### src/rtl/logic_pkg.sv
// rtl/logic_pkg.sv - op encodings and FSM states for the word logic/shift unit
package logic_pkg;
  localparam logic [2:0] OP_AND = 3'd0;
  localparam logic [2:0] OP_OR  = 3'd1;
  localparam logic [2:0] OP_XOR = 3'd2;
  localparam logic [2:0] OP_NOT = 3'd3;
  localparam logic [2:0] OP_SHL = 3'd4;
  localparam logic [2:0] OP_SHR = 3'd5;
  localparam logic [2:0] OP_ROL = 3'd6;
  localparam logic [2:0] OP_ASR = 3'd7;

  typedef enum logic [1:0] {
    IDLE  = 2'd0,
    SHIFT = 2'd1,
    DONE  = 2'd2
  } state_t;
endpackage

### src/rtl/word_shift_step.sv
// rtl/word_shift_step.sv - single-bit shift/rotate step; op[1:0] selects SHL/SHR/ROL/ASR
module word_shift_step #(
  parameter int WIDTH = 8
) (
  input  logic [WIDTH-1:0] w,
  input  logic [1:0]       op,
  output logic [WIDTH-1:0] next_w,
  output logic             carry_out
);
  always_comb begin
    next_w    = w;
    carry_out = 1'b0;
    case (op)
      2'b00: begin
        next_w    = {w[WIDTH-2:0], 1'b0};
        carry_out = w[WIDTH-1];
      end
      2'b01: begin
        next_w    = {1'b0, w[WIDTH-1:1]};
        carry_out = w[0];
      end
      2'b10: begin
        next_w    = {w[WIDTH-2:0], w[WIDTH-1]};
        carry_out = w[WIDTH-1];
      end
      default: begin
        next_w    = {w[WIDTH-1], w[WIDTH-1:1]};
        carry_out = w[0];
      end
    endcase
  end
endmodule

### src/rtl/word_logic_shift_unit.sv
// rtl/word_logic_shift_unit.sv - WIDTH-bit logic ops plus iterative shifts with valid/ready on both sides
module word_logic_shift_unit
  import logic_pkg::*;
#(
  parameter int WIDTH = 8,
  localparam int SHAMT_W = $clog2(WIDTH)
) (
  input  logic               clk,
  input  logic               rst,
  input  logic               in_valid,
  output logic               in_ready,
  input  logic [2:0]         op,
  input  logic [WIDTH-1:0]   a,
  input  logic [WIDTH-1:0]   b,
  input  logic [SHAMT_W-1:0] shamt,
  output logic               out_valid,
  input  logic               out_ready,
  output logic [WIDTH-1:0]   result,
  output logic               carry,
  output logic               zero,
  output logic               busy
);
  localparam logic [SHAMT_W-1:0] CNT_ONE = SHAMT_W'(1);

  state_t             r_state;
  state_t             w_next_state;
  logic [1:0]         r_shop;
  logic [WIDTH-1:0]   r_w;
  logic [SHAMT_W-1:0] r_cnt;
  logic [WIDTH-1:0]   r_result;
  logic               r_carry;

  logic [WIDTH-1:0]   w_and, w_or, w_xor, w_not;
  logic [WIDTH-1:0]   w_logic_res;
  logic [WIDTH-1:0]   w_step_w;
  logic               w_step_carry;
  logic               w_shift_now;

  for (genvar i = 0; i < WIDTH; i++) begin : g_bit
    assign w_and[i] = a[i] & b[i];
    assign w_or[i]  = a[i] | b[i];
    assign w_xor[i] = a[i] ^ b[i];
    assign w_not[i] = ~a[i];
  end

  always_comb begin
    w_logic_res = w_and;
    case (op[1:0])
      2'b00:   w_logic_res = w_and;
      2'b01:   w_logic_res = w_or;
      2'b10:   w_logic_res = w_xor;
      default: w_logic_res = w_not;
    endcase
  end

  // A zero-amount shift bypasses SHIFT and delivers a unchanged with carry 0.
  assign w_shift_now = op[2] && (shamt != '0);

  word_shift_step #(.WIDTH(WIDTH)) u_step (
    .w         (r_w),
    .op        (r_shop),
    .next_w    (w_step_w),
    .carry_out (w_step_carry)
  );

  always_ff @(posedge clk or posedge rst) begin
    if (rst) r_state <= IDLE;
    else     r_state <= w_next_state;
  end

  always_comb begin
    w_next_state = r_state;
    case (r_state)
      IDLE:    if (in_valid) w_next_state = w_shift_now ? SHIFT : DONE;
      SHIFT:   if (r_cnt == CNT_ONE) w_next_state = DONE;
      DONE:    if (out_ready) w_next_state = IDLE;
      default: w_next_state = IDLE;
    endcase
  end

  // result/carry only change when a new value is delivered, so they hold through IDLE and SHIFT.
  always_ff @(posedge clk or posedge rst) begin
    if (rst) begin
      r_shop   <= 2'b00;
      r_w      <= '0;
      r_cnt    <= '0;
      r_result <= '0;
      r_carry  <= 1'b0;
    end else begin
      case (r_state)
        IDLE: begin
          if (in_valid) begin
            r_shop <= op[1:0];
            r_w    <= a;
            r_cnt  <= shamt;
            if (!w_shift_now) begin
              r_result <= op[2] ? a : w_logic_res;
              r_carry  <= 1'b0;
            end
          end
        end
        SHIFT: begin
          r_w   <= w_step_w;
          r_cnt <= r_cnt - CNT_ONE;
          if (r_cnt == CNT_ONE) begin
            r_result <= w_step_w;
            r_carry  <= w_step_carry;
          end
        end
        default: ;
      endcase
    end
  end

  assign in_ready  = (r_state == IDLE);
  assign out_valid = (r_state == DONE);
  assign busy      = (r_state != IDLE);
  assign result    = r_result;
  assign carry     = r_carry;
  assign zero      = (r_result == '0);
endmodule

### config.mk
export PLATFORM = sky130hd
export DESIGN_NAME = word_logic_shift_unit
export DESIGN_NICKNAME = d
export VERILOG_FILES = /design/src/rtl/logic_pkg.sv /design/src/rtl/word_shift_step.sv /design/src/rtl/word_logic_shift_unit.sv
export SDC_FILE = /design/constraint.sdc
export NUM_CORES = 1
export LEC_CHECK = 0
export BUFFER_PORTS_ARGS = -buffer_cell sky130_fd_sc_hd__clkbuf_2
export CORE_MARGIN = 2
export CORE_UTILIZATION = 51
export CTS_BUF_LIST = sky130_fd_sc_hd__clkbuf_8
export DETAILED_ROUTE_END_ITERATION = 10
export PLACE_DENSITY = 0.78
export SKIP_CTS_REPAIR_TIMING = 1
export SLEW_MARGIN = 20
export SYNTH_ARGS = -nofsm -noshare
export SYNTH_HDL_FRONTEND = slang
export SYNTH_HIERARCHICAL = 1
export SYNTH_SLANG_ARGS = --single-unit
export TNS_END_PERCENT = 20
### constraint.sdc
create_clock -name clk -period 1.6 [get_ports clk]
set_clock_uncertainty 0.1 [all_clocks]
set_input_delay 0.16 -clock clk [delete_from_list [all_inputs] [get_ports clk]]
set_output_delay 0.16 -clock clk [all_outputs]
set_load 0.01 [all_outputs]
==> metrics.md, run 1 <==
| Metric | Value |
|---|---|
| Final TNS setup | `-0.814 ns` |
| Largest net degree at the start of global routing | `25` |
| Multi-input logic area | `0.00116 mm^2` |
| Avg Inst Size Synth | `9.26 um^2` |
| Number of synthesized flops with an enable pin | `0` |
| Worst Tran Pin Value | `0.497 ns` |
| Ports | `39` |
| P&R area growth vs syn | `32.0%` |
| Clock transition at path regs | `0.09 ns` |
| Share of layout cells above drive strength 1 | `0.396` |
| Die Area | `0.00421 mm^2` |
| DR WL met2 | `2280 um` |
| Slowest stage delay, CP | `0.40 ns` |
| WP data required | `1.67 ns` |
| Met3 wire length | `295 um` |
| Final slew viol count | `0` |
| Ys async rst share | `1.00` |
| Gpl congestion | `0.840` |
| Initial antenna violation count | `0` |
| CTS max path bufs | `2` |
| Sequential Power Share | `0.309` |
| Yosys warns | `6` |
| DRT met1 WL | `2120 um` |
| CTS sink count | `24` |
| Post-synth net total | `248` |
| Synth Cell Area | `0.00189 mm^2` |
| Pwr per Cell Area | `1620 mW/mm^2` |
| Worst setup path class | `reg2reg` |
| CP max stage cell | `dfrtp_1` |
| Most common cell after layout, fill and taps aside | `clkbuf_2` |
| LEAKAGE | `1.27 nW` |
| Violated checks | `negative setup slack` |
| Fillers | `306` |
| Cells after DPL | `305` |
| DRT iter0 DRCs | `127` |
| VDD IR max | `0.569 mV` |
| Critical path arrival | `1.82 ns` |
| Vias in the first global route | `1631` |
| Total track usage | `0.229` |
| Die H | `64.9 um` |
| Final min period | `1.75 ns` |
| Hold Crit Class | `in2reg` |
| Core Region | `0.00361 mm^2` |
| Antenna Violating Nets Remaining | `0` |
| FF+latch count, synth | `24` |
| Clock group share of total power | `0.105` |
| Yosys cell types | `37` |
| First-pass GRT wire length | `7530 um` |
| Drt first pass iters | `4` |
| DR top layer | `met4` |
| Vias | `1779` |
| Switching pwr | `1.62 mW` |
| Final net count | `320` |
| Vias per cell | `5.51` |
| Hpwl dp | `3430 um` |
| Reg area | `603 um^2` |
| Crit Path Max Fanout | `5` |
| N_diodes | `0` |
| Sw Share | `0.401` |
| Worst setup margin | `-0.149 ns` |
| Post-Route WL | `4760 um` |
| Die Wd | `64.9 um` |
| Relative slew slack | `0.667` |
| WL/cell | `14.7 um` |
| Post-synthesis sequential area ratio | `0.318` |
| Final period util | `1.09` |
| CP endpoint kind | `register` |
| Cells along the critical path | `inv_2, ha_4, and4bb_2, o32ai_4, buf_4, a221o_1` |
| Fin cells | `323` |
| Most common flop cell mapped by yosys | `dfrtp_1` |
| Max H-tree Level | `1` |
| Comb power frac | `0.586` |
| Pint | `2.43 mW` |
| Port Buffers | `38` |
| Status | `complete, but fails checks` |
| GRT Residual Overflow | `0` |
| Buf/Inv on CP | `2` |
| CP delay by family, top | `compound AO/OA/AOI/OAI gates` |
| Num CTS Buffers | `3` |
| CTS tree | `done` |
| RSZ-0062 raised after global routing | `true` |
| Synth Instances | `204` |
| Row count | `22` |
| Starting Density | `0.524` |
| Maxcap violations | `0` |
| Clk_lat worst skew | `0.27 ns` |
| Critical path launch point type | `register` |
| Root buf cell | `clkbuf_8` |
| Final hold vios | `0` |
| Remaining DRCs | `0` |
| Most frequent cells in the layout | `clkbuf_2 (36), buf_4 (32), nand2_1 (31)` |
| Fmax | `0.572 GHz` |
| # setup viols final | `12` |
-- path summary, 6_finish.rpt --
path                            slack, ns  depth (start not counted)                      to            startpoint
worst min register to register       0.42                          1       carry$_DFFE_PP0P_     carry$_DFFE_PP0P_
min in group asynchronous            0.37                          4    r_cnt[2]$_DFFE_PP0P_                   rst
worst max-delay path                -0.15                          6   result[1]$_DFFE_PP0P_  r_cnt[1]$_DFFE_PP0P_
max in group asynchronous            0.77                          4  r_state[0]$_DFFE_PP0P_                   rst
worst max register to register      -0.15                          6   result[1]$_DFFE_PP0P_  r_cnt[1]$_DFFE_PP0P_
worst min-delay path                 0.05                          2    r_cnt[2]$_DFFE_PP0P_              shamt[2]
-- logic make-up (layout without fill, tap and decap cells) --
logic type	after synthesis	in the layout	synth area share
AND/OR/NAND/NOR	57	57	0.146
AO/OA/AOI/OAI	48	49	0.181
buffers and inverters	40	110	0.0954
flip-flops	24	24	0.318
adder cells (fa/ha/maj)	18	18	0.119
multiplexers	17	17	0.140
-- cell type report --
cell class / instances / area share
Timing Repair Buffer: 77 / 0.203
Tap cell: 48 / 0.0241
Clock buffer: 4 / 0.0221
Multi-Input combinational cell: 141 / 0.465
Sequential cell: 24 / 0.242
Inverter: 29 / 0.0437
-- power groups by stage --
stage | clock network (mW) | logic [mW] | registers [mW]
after global routing | 0.454 | 2.59 | 1.28
final | 0.426 | 2.37 | 1.25
after floorplan | 0 | 1.37 | 1.17
after CTS | 0.426 | 2.04 | 1.25
after global placement | 0 | 1.97 | 1.25
after detailed placement | 0 | 2.03 | 1.25
-- registers in the layout (all words and copies together) (netlist names) --
name and count:
carry 1, r_state 2, r_w 8, r_shop 2
r_cnt 3, result 8
-- through the flow --
step / power (mW) / setup WS (ns) / area, um^2 / hold WS (ns) / utilization
3_5_place_dp: 3.28 / -0.124 / 2270 / 0.113 / 0.631
3_3_place_gp: 3.22 / -0.0829 / 2270 / 0.101 / 0.631
2_1_floorplan: 2.54 / -0.00220 / 1900 / 0.0746 / -
6_report: 4.05 / -0.149 / 2490 / 0.0482 / 0.692
5_1_grt: 4.32 / -0.201 / 2490 / 0.0461 / 0.692
4_1_cts: 3.72 / -0.155 / 2330 / -0.183 / 0.646
-- cell usage after synthesis (2+ instances only) --
cell type  count  area, um^2
nand2_1       31         116
inv_1         28         105
dfrtp_1       24         601
ha_1          18         225
o21ai_0       11        55.1
nor2_1        10        37.5
a21oi_1        8        40.0
o211ai_1       7        52.6
buf_2          6        30.0
mux2_4         6        90.1
mux2i_1        5        50.1
mux4_2         5         113
a221o_1        4        40.0
o21ai_1        4        20.0
a31oi_1        3        18.8
nand2b_1       3        18.8
nand3_1        3        15.0
o31ai_2        3        37.5
a21oi_2        2        17.5
a22o_1         2        17.5
buf_4          2        15.0
buf_6          2        22.5
nor2b_1        2        12.5
or4_1          2        15.0
-- metal layers --
metal  up-vias  track usage
met3         9       0.0295
li1        858            -
met4         0       0.0612
met1       841        0.317
met2        71        0.379
met5         -            0
No activity file was read; power rests on OpenSTA's default activity.
==> inputs of run 2 (changes only) <==
- CORE_UTILIZATION: 51 -> 45
- GPL_TIMING_DRIVEN: not set -> 0
- PLACE_DENSITY: 0.78 -> 0.7
- TNS_END_PERCENT: 20 -> not set
==> metrics.md, run 2 (synthesis results as in run 1) <==
| Metric | Value |
|---|---|
| Vias | `1677 (was 1779)` |
| Ports | `39 (unchanged)` |
| FF-to-FF End | `result[4]$_DFFE_PP0P_ (was result[1]$_DFFE_PP0P_)` |
| Die H | `68.8 um (was 64.9 um)` |
| Final slew viol count | `0 (unchanged)` |
| Pwr per Cell Area | `1630 mW/mm^2 (was 1620 mW/mm^2)` |
| Final min period | `1.72 ns (was 1.75 ns)` |
| Final period util | `1.08 (was 1.09)` |
| Remaining DRCs | `0 (unchanged)` |
| Max H-tree Level | `1 (unchanged)` |
| LEAKAGE | `1.22 nW (was 1.27 nW)` |
| Cell Area, Placed | `0.00215 mm^2 (was 0.00227 mm^2)` |
| Vias per cell | `5.41 (was 5.51)` |
| WL/cell | `15.6 um (was 14.7 um)` |
| CTS max path bufs | `2 (unchanged)` |
| Largest net degree at the start of global routing | `25 (unchanged)` |
| Post-placement worst setup slack | `-0.166 ns (was -0.124 ns)` |
| Fmax | `0.581 GHz (was 0.572 GHz)` |
| Critical path launch point type | `register (unchanged)` |
| Relative slew slack | `0.335 (was 0.667)` |
| Starting Density | `0.469 (was 0.524)` |
| Final hold vios | `24 (was 0)` |
| Final net count | `306 (was 320)` |
| Antenna Violating Nets Remaining | `0 (unchanged)` |
| Cells along the critical path | `or4_1, nor2_1, buf_2 (was inv_2, ha_4, and4bb_2, o32ai_4, buf_4, a221o_1)` |
| Num CTS Buffers | `3 (unchanged)` |
| Clk_lat worst skew | `0.27 ns (about the same)` |
| Status | `complete, but fails checks (unchanged)` |
| Post-Route WL | `4830 um (was 4760 um)` |
| Worst setup margin | `-0.120 ns (was -0.149 ns)` |
| DRT iter0 DRCs | `122 (was 127)` |
| WP data required | `1.34 ns (was 1.67 ns)` |
| Core Region | `0.00403 mm^2 (was 0.00361 mm^2)` |
| Hpwl dp | `3310 um (was 3430 um)` |
| Share of layout cells above drive strength 1 | `0.400 (was 0.396)` |
| N_diodes | `0 (unchanged)` |
| Maxcap violations | `0 (unchanged)` |
| Total track usage | `0.196 (was 0.229)` |
| Die Wd | `68.8 um (was 64.9 um)` |
| CP max stage cell | `or4_1 (was dfrtp_1)` |
| Row count | `23 (was 22)` |
| Gpl congestion | `0.780 (was 0.840)` |
| Die Area | `0.00473 mm^2 (was 0.00421 mm^2)` |
| # setup viols final | `11 (was 12)` |
| Root buf cell | `clkbuf_8 (unchanged)` |
| Worst reg2reg startpoint | `r_state[1]$_DFFE_PP0P_ (was r_cnt[1]$_DFFE_PP0P_)` |
| Multi-input logic area | `0.00123 mm^2 (was 0.00116 mm^2)` |
| Cells after DPL | `291 (was 305)` |
| Hold Crit Class | `in2async (was in2reg)` |
| Final core utilization | `0.614 (was 0.692)` |
| CTS sink count | `24 (unchanged)` |
| Slowest stage delay, CP | `0.51 ns (was 0.40 ns)` |
| Violated checks | `negative hold slack, negative setup slack (was negative setup slack)` |
| Fillers | `356 (was 306)` |
| Clock transition at path regs | `0.09 ns (about the same)` |
| P&R area growth vs syn | `30.9% (was 32.0%)` |
| Most frequent cells in the layout | `clkbuf_2 (36), nand2_1 (27), inv_1 (27) (was clkbuf_2 (36), buf_4 (32), nand2_1 (31))` |
| Worst setup path class | `reg2out (was reg2reg)` |
| Worst Tran Pin Value | `0.991 ns (was 0.497 ns)` |
| First-pass GRT wire length | `6910 um (was 7530 um)` |
| Finished Cell Area | `0.00247 mm^2 (was 0.00249 mm^2)` |
| RSZ-0062 raised after global routing | `true (unchanged)` |
| Critical path arrival | `1.46 ns (was 1.82 ns)` |
| Crit Path Max Fanout | `3 (was 5)` |
| CTS tree | `done (unchanged)` |
| Vias in the first global route | `1463 (was 1631)` |
| Worst Setup SP | `result[4]$_DFFE_PP0P_ (was r_cnt[1]$_DFFE_PP0P_)` |
| Drt first pass iters | `4 (unchanged)` |
| Port Buffers | `37 (was 38)` |
| Most common cell after layout, fill and taps aside | `clkbuf_2 (unchanged)` |
| GRT Residual Overflow | `0 (unchanged)` |
| Hold slack final | `-0.0349 ns (was 0.0482 ns)` |
| CP endpoint kind | `primary output (was register)` |
| Total Power | `4.02 mW (was 4.05 mW)` |
| Fin cells | `310 (was 323)` |
| Flop-to-flop setup slack | `-0.11 ns (was -0.15 ns)` |
| Path depth of the worst reg2reg path | `5 (was 6)` |
| CP endpoint | `zero (was result[1]$_DFFE_PP0P_)` |
| Reg area | `602 um^2 (was 603 um^2)` |
| Final TNS setup | `-0.708 ns (was -0.814 ns)` |
| Initial antenna violation count | `0 (unchanged)` |
| VDD IR max | `0.564 mV (was 0.569 mV)` |
run 2: how the worst min path moves through the flow:
stage                   start                     end
global route         shamt[2]    r_cnt[2]$_DFFE_PP0P_
finish                    rst    r_cnt[1]$_DFFE_PP0P_
global placement    out_ready  r_state[1]$_DFFE_PP0P_
CTS                 out_ready  r_state[1]$_DFFE_PP0P_
floorplan                 rst       carry$_DFFE_PP0P_
detailed placement  out_ready  r_state[1]$_DFFE_PP0P_
run 2: layer usage:
metal	routed length, um	part of all wire	track usage	vias up
li1	-	-	-	831
met1	2210	0.46	0.277	789
met2	2300	0.48	0.315	50
met3	255	0.053	0.0244	7
met4	64	0.013	0.0588	0
met5	0	0	0	-
run 2: worst max-delay path, delay by kind of cell, from the launching register on:
| family | cells | cell delay, ns |
|---|---|---|
| buffers and inverters | 1 | 0.14 |
| flip-flops | 1 | 0.42 |
| AND/OR/NAND/NOR | 2 | 0.63 |
run 2: final cells by class:
type,count,share of cell area
inverter,29,0.0440
tap,50,0.0253
sequential,24,0.243
buffer,11,0.0385
clock buffer,3,0.0167
timing repair buffer,52,0.136
multi-input combinational,141,0.496
run 2: power breakdown:
part	internal [mW]	switching, mW	total [mW]
combinational	1.26	1.18	2.45
clock	0.169	0.199	0.368
sequential	0.915	0.290	1.20
total	2.35	1.67	4.02
